==> src/rtl/input_conditioner_if.sv <==
// Button conditioner bus: raw levels and repeat enables in, debounced level and event pulses out.
interface input_conditioner_if #(
  parameter int N_BTN = 3
);
  logic [N_BTN-1:0] btn_raw;
  logic [N_BTN-1:0] repeat_mask;
  logic [N_BTN-1:0] btn_level;
  logic [N_BTN-1:0] btn_press;
  logic [N_BTN-1:0] btn_release;
  logic [N_BTN-1:0] btn_repeat;
  logic             btn_any;

  modport master (
    output btn_raw, repeat_mask,
    input  btn_level, btn_press, btn_release, btn_repeat, btn_any
  );

  modport slave (
    input  btn_raw, repeat_mask,
    output btn_level, btn_press, btn_release, btn_repeat, btn_any
  );
endinterface

==> src/rtl/input_conditioner.sv <==
// Per-channel synchronizer, debouncer, press/release edge pulses and optional autorepeat.
// Autorepeat logic is built only when INPUT_CONDITIONER_AUTOREPEAT_EN is defined.
module input_conditioner #(
  parameter int N_BTN         = 3,
  parameter int DEBOUNCE_CYC  = 250000,
  parameter int REPEAT_DELAY  = 5000000,
  parameter int REPEAT_PERIOD = 2500000
) (
  input logic               clk,
  input logic               rst,
  input_conditioner_if.slave bus
);
  localparam int DB_W = $clog2(DEBOUNCE_CYC + 1);

  logic [N_BTN-1:0] sync1_q, sync2_q;
  logic [N_BTN-1:0] level_q, level_d;
  logic [N_BTN-1:0] press_q, press_d;
  logic [N_BTN-1:0] release_q, release_d;
  logic [N_BTN-1:0] repeat_q, repeat_d;
  logic             any_q;
  logic [DB_W-1:0]  db_cnt_q [N_BTN];
  logic [DB_W-1:0]  db_cnt_d [N_BTN];

  // Two-flop synchronizer for the asynchronous raw levels
  always_ff @(posedge clk) begin
    if (rst) begin
      sync1_q <= {N_BTN{1'b0}};
      sync2_q <= {N_BTN{1'b0}};
    end else begin
      sync1_q <= bus.btn_raw;
      sync2_q <= sync1_q;
    end
  end

  // Debounce counters: level flips only after DEBOUNCE_CYC consecutive mismatching edges
  always_comb begin
    level_d = level_q;
    for (int i = 0; i < N_BTN; i++) begin
      db_cnt_d[i] = {DB_W{1'b0}};
      if (sync2_q[i] != level_q[i]) begin
        if (db_cnt_q[i] == DB_W'(DEBOUNCE_CYC - 1)) begin
          level_d[i]  = ~level_q[i];
          db_cnt_d[i] = {DB_W{1'b0}};
        end else begin
          db_cnt_d[i] = db_cnt_q[i] + {{(DB_W-1){1'b0}}, 1'b1};
        end
      end else begin
        db_cnt_d[i] = {DB_W{1'b0}};
      end
    end
    press_d   = level_d & ~level_q;
    release_d = ~level_d & level_q;
  end

  // Debounced level and event pulse registers
  always_ff @(posedge clk) begin
    if (rst) begin
      level_q   <= {N_BTN{1'b0}};
      press_q   <= {N_BTN{1'b0}};
      release_q <= {N_BTN{1'b0}};
      repeat_q  <= {N_BTN{1'b0}};
      any_q     <= 1'b0;
      for (int i = 0; i < N_BTN; i++) begin
        db_cnt_q[i] <= {DB_W{1'b0}};
      end
    end else begin
      level_q   <= level_d;
      press_q   <= press_d;
      release_q <= release_d;
      repeat_q  <= repeat_d;
      any_q     <= |level_d;
      for (int i = 0; i < N_BTN; i++) begin
        db_cnt_q[i] <= db_cnt_d[i];
      end
    end
  end

`ifdef INPUT_CONDITIONER_AUTOREPEAT_EN
  localparam int RPT_MAX = (REPEAT_DELAY > REPEAT_PERIOD) ? REPEAT_DELAY : REPEAT_PERIOD;
  localparam int RPT_W   = $clog2(RPT_MAX + 1);

  typedef enum logic [1:0] {
    ST_IDLE   = 2'd0,
    ST_DELAY  = 2'd1,
    ST_REPEAT = 2'd2
  } rpt_state_e;

  rpt_state_e       state_q   [N_BTN];
  rpt_state_e       state_d   [N_BTN];
  logic [RPT_W-1:0] rpt_cnt_q [N_BTN];
  logic [RPT_W-1:0] rpt_cnt_d [N_BTN];

  // Repeat FSM next state. The press-cycle counter load of 0 means DELAY reaches its
  // pulse at REPEAT_DELAY-2; a delay of 1 therefore fires straight from IDLE.
  // Looking at level_d lets a release suppress a pulse that would land on the release cycle.
  always_comb begin
    repeat_d = {N_BTN{1'b0}};
    for (int i = 0; i < N_BTN; i++) begin
      state_d[i]   = state_q[i];
      rpt_cnt_d[i] = rpt_cnt_q[i];
      if (!level_d[i] || !bus.repeat_mask[i]) begin
        state_d[i]   = ST_IDLE;
        rpt_cnt_d[i] = {RPT_W{1'b0}};
      end else begin
        case (state_q[i])
          ST_IDLE: begin
            if (press_q[i]) begin
              rpt_cnt_d[i] = {RPT_W{1'b0}};
              if (REPEAT_DELAY == 1) begin
                repeat_d[i] = 1'b1;
                state_d[i]  = ST_REPEAT;
              end else begin
                state_d[i]  = ST_DELAY;
              end
            end else begin
              state_d[i] = ST_IDLE;
            end
          end
          ST_DELAY: begin
            if (rpt_cnt_q[i] == RPT_W'(REPEAT_DELAY - 2)) begin
              repeat_d[i]  = 1'b1;
              state_d[i]   = ST_REPEAT;
              rpt_cnt_d[i] = {RPT_W{1'b0}};
            end else begin
              rpt_cnt_d[i] = rpt_cnt_q[i] + {{(RPT_W-1){1'b0}}, 1'b1};
            end
          end
          ST_REPEAT: begin
            if (rpt_cnt_q[i] == RPT_W'(REPEAT_PERIOD - 1)) begin
              repeat_d[i]  = 1'b1;
              rpt_cnt_d[i] = {RPT_W{1'b0}};
            end else begin
              rpt_cnt_d[i] = rpt_cnt_q[i] + {{(RPT_W-1){1'b0}}, 1'b1};
            end
          end
          default: begin
            state_d[i]   = ST_IDLE;
            rpt_cnt_d[i] = {RPT_W{1'b0}};
          end
        endcase
      end
    end
  end

  // Repeat FSM state and interval counter registers
  always_ff @(posedge clk) begin
    if (rst) begin
      for (int i = 0; i < N_BTN; i++) begin
        state_q[i]   <= ST_IDLE;
        rpt_cnt_q[i] <= {RPT_W{1'b0}};
      end
    end else begin
      for (int i = 0; i < N_BTN; i++) begin
        state_q[i]   <= state_d[i];
        rpt_cnt_q[i] <= rpt_cnt_d[i];
      end
    end
  end
`else
  logic unused_mask_s;
  assign unused_mask_s = ^bus.repeat_mask;
  assign repeat_d      = {N_BTN{1'b0}};
`endif

  assign bus.btn_level   = level_q;
  assign bus.btn_press   = press_q;
  assign bus.btn_release = release_q;
  assign bus.btn_repeat  = repeat_q;
  assign bus.btn_any     = any_q;
endmodule

==> src/flat_wrapper.sv <==
// flat-port wrapper written by rule: the top's interface ports become plain ports
module input_conditioner_flat 
#(
  parameter int N_BTN         = 3,
  parameter int DEBOUNCE_CYC  = 250000,
  parameter int REPEAT_DELAY  = 5000000,
  parameter int REPEAT_PERIOD = 2500000
)
  (clk, rst, bus_btn_raw, bus_repeat_mask, bus_btn_level, bus_btn_press, bus_btn_release, bus_btn_repeat, bus_btn_any);
  input_conditioner_if #(.N_BTN(N_BTN)) bus_i ();
  input logic clk;
  input logic rst;
  input wire logic [$bits(bus_i.btn_raw)-1:0] bus_btn_raw;
  input wire logic [$bits(bus_i.repeat_mask)-1:0] bus_repeat_mask;
  output wire logic [$bits(bus_i.btn_level)-1:0] bus_btn_level;
  output wire logic [$bits(bus_i.btn_press)-1:0] bus_btn_press;
  output wire logic [$bits(bus_i.btn_release)-1:0] bus_btn_release;
  output wire logic [$bits(bus_i.btn_repeat)-1:0] bus_btn_repeat;
  output wire logic [$bits(bus_i.btn_any)-1:0] bus_btn_any;
  assign bus_i.btn_raw = bus_btn_raw;
  assign bus_i.repeat_mask = bus_repeat_mask;
  assign bus_btn_level = bus_i.btn_level;
  assign bus_btn_press = bus_i.btn_press;
  assign bus_btn_release = bus_i.btn_release;
  assign bus_btn_repeat = bus_i.btn_repeat;
  assign bus_btn_any = bus_i.btn_any;
  input_conditioner #(.N_BTN(N_BTN), .DEBOUNCE_CYC(DEBOUNCE_CYC), .REPEAT_DELAY(REPEAT_DELAY), .REPEAT_PERIOD(REPEAT_PERIOD)) u_core (.clk(clk), .rst(rst), .bus(bus_i));
endmodule
==> config.mk <==
export PLATFORM = sky130hd
export DESIGN_NAME = input_conditioner_flat
export DESIGN_NICKNAME = d
export VERILOG_FILES = /design/src/rtl/input_conditioner_if.sv /design/src/rtl/input_conditioner.sv /design/src/flat_wrapper.sv
export SDC_FILE = /design/constraint.sdc
export NUM_CORES = 1
export LEC_CHECK = 0
export ABC_AREA = 1
export BUFFER_PORTS_ARGS = -buffer_cell sky130_fd_sc_hd__buf_4
export CAP_MARGIN = 20
export CORE_UTILIZATION = 50
export DETAILED_ROUTE_END_ITERATION = 8
export PLACE_DENSITY = 0.68
export SLEW_MARGIN = 15
export SYNTH_ARGS = -nofsm -noshare
export SYNTH_HDL_FRONTEND = slang
export SYNTH_SLANG_ARGS = --single-unit
==> constraint.sdc <==
create_clock -name clk -period 1.89 [get_ports clk]
set_input_delay 0.0945 -clock clk [delete_from_list [all_inputs] [get_ports clk]]
set_output_delay 0.0945 -clock clk [all_outputs]
set_load 0.02 [all_outputs]
== After elaboration in Yosys (flattened, before gate mapping) ==
Memories as Yosys holds them, arrays and structs flattened.
Cells that the tools add are included.

* Bits in registers: 16
* Bits in writable memories: 54
* Output and inout port bits: 13
* Memories: 1

{| class="wikitable"
|+ Memories
! name !! words !! width !! rd ports !! clocked after Yosys merged registers in !! write ports !! line !! source
|-
| u_core.db_cnt_q || 3 || 18 || 3 || 0 || 3 || input_conditioner.sv:21 || <nowiki>logic [DB_W-1:0] db_cnt_q [N_BTN];</nowiki>
|}

* Add/sub/neg operators: 3
* Equal/unequal tests: 6
* Muxes and demuxes: 18
* Bitwise gates (word level): 10
* Reductions and logical operators: 1

{| class="wikitable"
|+ Operators by type and width
! cell !! number
|-
| $mux 18 || 9
|-
| $add 18x1->18 const B || 3
|-
| $eq 18x18->1 const B || 3
|-
| $mux 1 || 9
|-
| $and 3x3->3 || 2
|-
| $not 3->3 || 2
|-
| $ne 1x1->1 || 3
|-
| $not 1->1 || 3
|-
| $or 1x1->1 || 3
|-
| $reduce_or 3->1 || 1
|}

== Longest topological paths before layout ==
An unclocked memory read counts as a cell.

* Depth after elaboration: 6
* Gate-level depth with buffers: 10
* Depth with buffers taken out: 10

== Worst setup path after synthesis ==
OpenSTA, ideal clock, no wires.

* Path type: reg-to-reg
* Start: mem u_core.db_cnt_q[0][36] (netlist name)
* End: mem u_core.db_cnt_q[0][41] (netlist name)
* Setup time: 114 ps
* Arrival: 1,258 ps
* Setup slack: 518 ps
* Cell stages (with the launch flop): 10
* Clock period less this slack: 1,372 ps
* Cells stage by stage: dfxtp_1 -> ha_1 -> nand2_2 -> nor2_4 -> nand2_2 -> nor2_2 -> nand2_2 -> nand2_4 -> buf_8 -> nor2_1

{| class="wikitable"
|+ RTL lines
! what !! line
|-
| start: declaration || input_conditioner.sv:21
|}

==> out/qor.yml <==
p_leak_nw: 1.29
post_cts_resized: 0
setup_violations: 0
p_int_mw: 2.18
final_cells: 592
max_freq_mhz: 646
drc_errors: 0
die_height_microns: 84.8
critPathLaunchType: "register"
cts_tree: "done"
yosys_warnings: 0
hp-class: "reg -> reg"
fp.dieW_microns: 84.8
worst_ep_arrival_time_ns: 1.78
whs_ns: 0.400
synth_area_leaders: "dfxtp_1, nor2_1, nand2_1"
die-area_sq_um: 7200
yosysTopAreaCellShare_pct: 40.8
criticalPathCategory: "reg -> reg"
hpwl_microns: 4850
dr.first_iter.drc_count: 122
first_pass_iters: 4
grt_pass1_vias: 2714
fin_nets: 521
routedWlPerCell_microns: 11.2
via_per_inst: 4.99
p_sw_share_pct: 21.3
seq_area_frac_synth_pct: 40.8
coreArea_sq_um: 6490
htreeDepth: 3
ant_nets: 0
clock-sinks: 70
cp.required_ns: 2.12
yosysUniqueCellTypes: 35
place_congestion: 0.855
synth_edf_count: 0
power_frac_comb_pct: 1.9
cp_max_fo: 16
rsz0062_at_grt: "no"
p_total_mw: 2.77
synth_commonest_cells: "nor2_1, nand2_1, dfxtp_1, inv_1, nand3_1"
tns_ns: 0
maxSlewViolCount: 0
drive_above_1_share_pct: 12.6
ir_worst_vdd_mv: 0.492
io_pins: 21
cts_buffers: 9
syn_to_final_growth_pct: 11.7
end_kind: "register"
synth_most_common_cell: "nor2_1"
syn_inst: 484
grt_overflow: 0
grt_max_degree: 18
ctsHoldBuffers: 7
io_buffers: 14
avgSynthCellArea_sq_um: 7.09
power.share.clock_pct: 44.4
ys_ff_latch: 70
placed_cells: 569
status: "completed"
cts_setup_buffers: 0
yosysTopAreaCell: "dfxtp_1"
num_antenna_cells: 0
syn_area_sq_um: 3430
num_rows: 29
fin_crit_ns: 1.55
power_density_nw_per_um2: 722
start_util_pct: 52.8
synth_ff_type: "dfxtp_1"
grt_first_pass_wirelength_microns: 11600
drv_cap: 0
cts-root-buf: "clkbuf_8"
totalWireLength_microns: 6620
antenna_found_initial: 0
synthArstFlopShare_pct: 0
grt_util_all_layers_pct: 20.2
p_seq_share_pct: 53.7
switchingPower_uw: 589
cts_max_path_buffers: 2
fin_crit_sh_pct: 81.9
hold_viol_final: 0
cts.clk_slew.worst_paths_ns: 0.07
insertion_delay_ns: 0.34
via_count: 2957
skew_ns: 0.00598
==> cell type report <==
class,instances,area [sq um]
tap,77,96.3
clock buffer,12,155
timing repair buffer,21,175
fill,619,2660
multi-input combinational,337,1690
inverter,71,269
sequential,70,1400
clock inverter,4,45.0
==> kinds of logic after synthesis <==
group | after synthesis | synth area share [%]
compound gates | 41 | 6.86
fa+ha+maj | 3 | 1.09
other cells | 1 | 0.109
xor+xnor | 12 | 3.06
buf+inv | 79 | 10.1
simple gates | 278 | 38.0
flops | 70 | 40.8
==> worst paths after layout <==
| kind | startpoint | cells after the start | end | slack [ns] |
|---|---|---|---|---|
| hold / removal | u_core.sync1_q[1]$_SDFF_PP0_ | 2 | u_core.sync2_q[1]$_SDFF_PP0_ | 0.40 |
| setup / recovery | u_core.db_cnt_q[0][0]$_SDFF_PP0_ | 10 | u_core.db_cnt_q[0][11]$_SDFF_PP0_ | 0.34 |
| hold reg to reg | u_core.sync1_q[1]$_SDFF_PP0_ | 2 | u_core.sync2_q[1]$_SDFF_PP0_ | 0.40 |
| setup reg to reg | u_core.db_cnt_q[0][0]$_SDFF_PP0_ | 10 | u_core.db_cnt_q[0][11]$_SDFF_PP0_ | 0.34 |
==> layer usage <==
layer  GRT usage [%]  vias up  routed length (microns)
met5               0        -                        0
met3            3.70        9                      147
met2            34.0       32                     3120
li1                -     1588                        -
met4            9.40        0                      112
met1            25.1     1328                     3240
==> cells in the final DEF (no fill, tap or decap), drive strengths merged <==
master,instances
a21oi,26
a31oi,3
and3,1
buf,14
bufinv,1
clkbuf,12
clkinv,3
conb,3
dfxtp,70
dlygate4sd3,7
ha,3
inv,71
nand2,94
nand3,35
nand4,20
nor2,98
nor3,23
nor3b,4
nor4,1
o21ai,12
or2,2
xnor2,2
xor2,10
==> power by group through the flow <==
stage	combinational, mW	sequential (mW)	clock [mW]
global route	0.0601	1.49	1.34
detailed placement	0.0420	1.52	0
CTS	0.0532	1.49	1.27
finish	0.0534	1.49	1.23
global placement	0.0414	1.52	0
floorplan	0.0405	1.52	0
==> registers in the layout, summed over array words and instances, names as in the netlist <==
name / count
u_core.bus.btn_press: 3
u_core.sync2_q: 3
u_core.bus.btn_any: 1
u_core.bus.btn_level: 3
u_core.sync1_q: 3
u_core.db_cnt_q: 54
u_core.bus.btn_release: 3
==> metrics by stage <==
stage	util [%]	area [sq um]	worst slack (ns)
floorplan	-	3440	0.518
global placement	54.9	3560	0.360
global route	59.0	3830	0.187
detailed placement	54.9	3560	0.320
finish	59.0	3830	0.343
CTS	59.0	3830	0.310
==> critical path: stages (launching register included) <==
cell and delay, ns:
dfxtp_1 0.37, ha_1 0.20, nand2_2 0.08, nor2_4 0.14, inv_1 0.09, nor2_2 0.14
nand2_2 0.09, nand3_4 0.18, inv_2 0.07, nand2_1 0.06, nor2_1 0.04
Power figures use the tool's default switching activity.
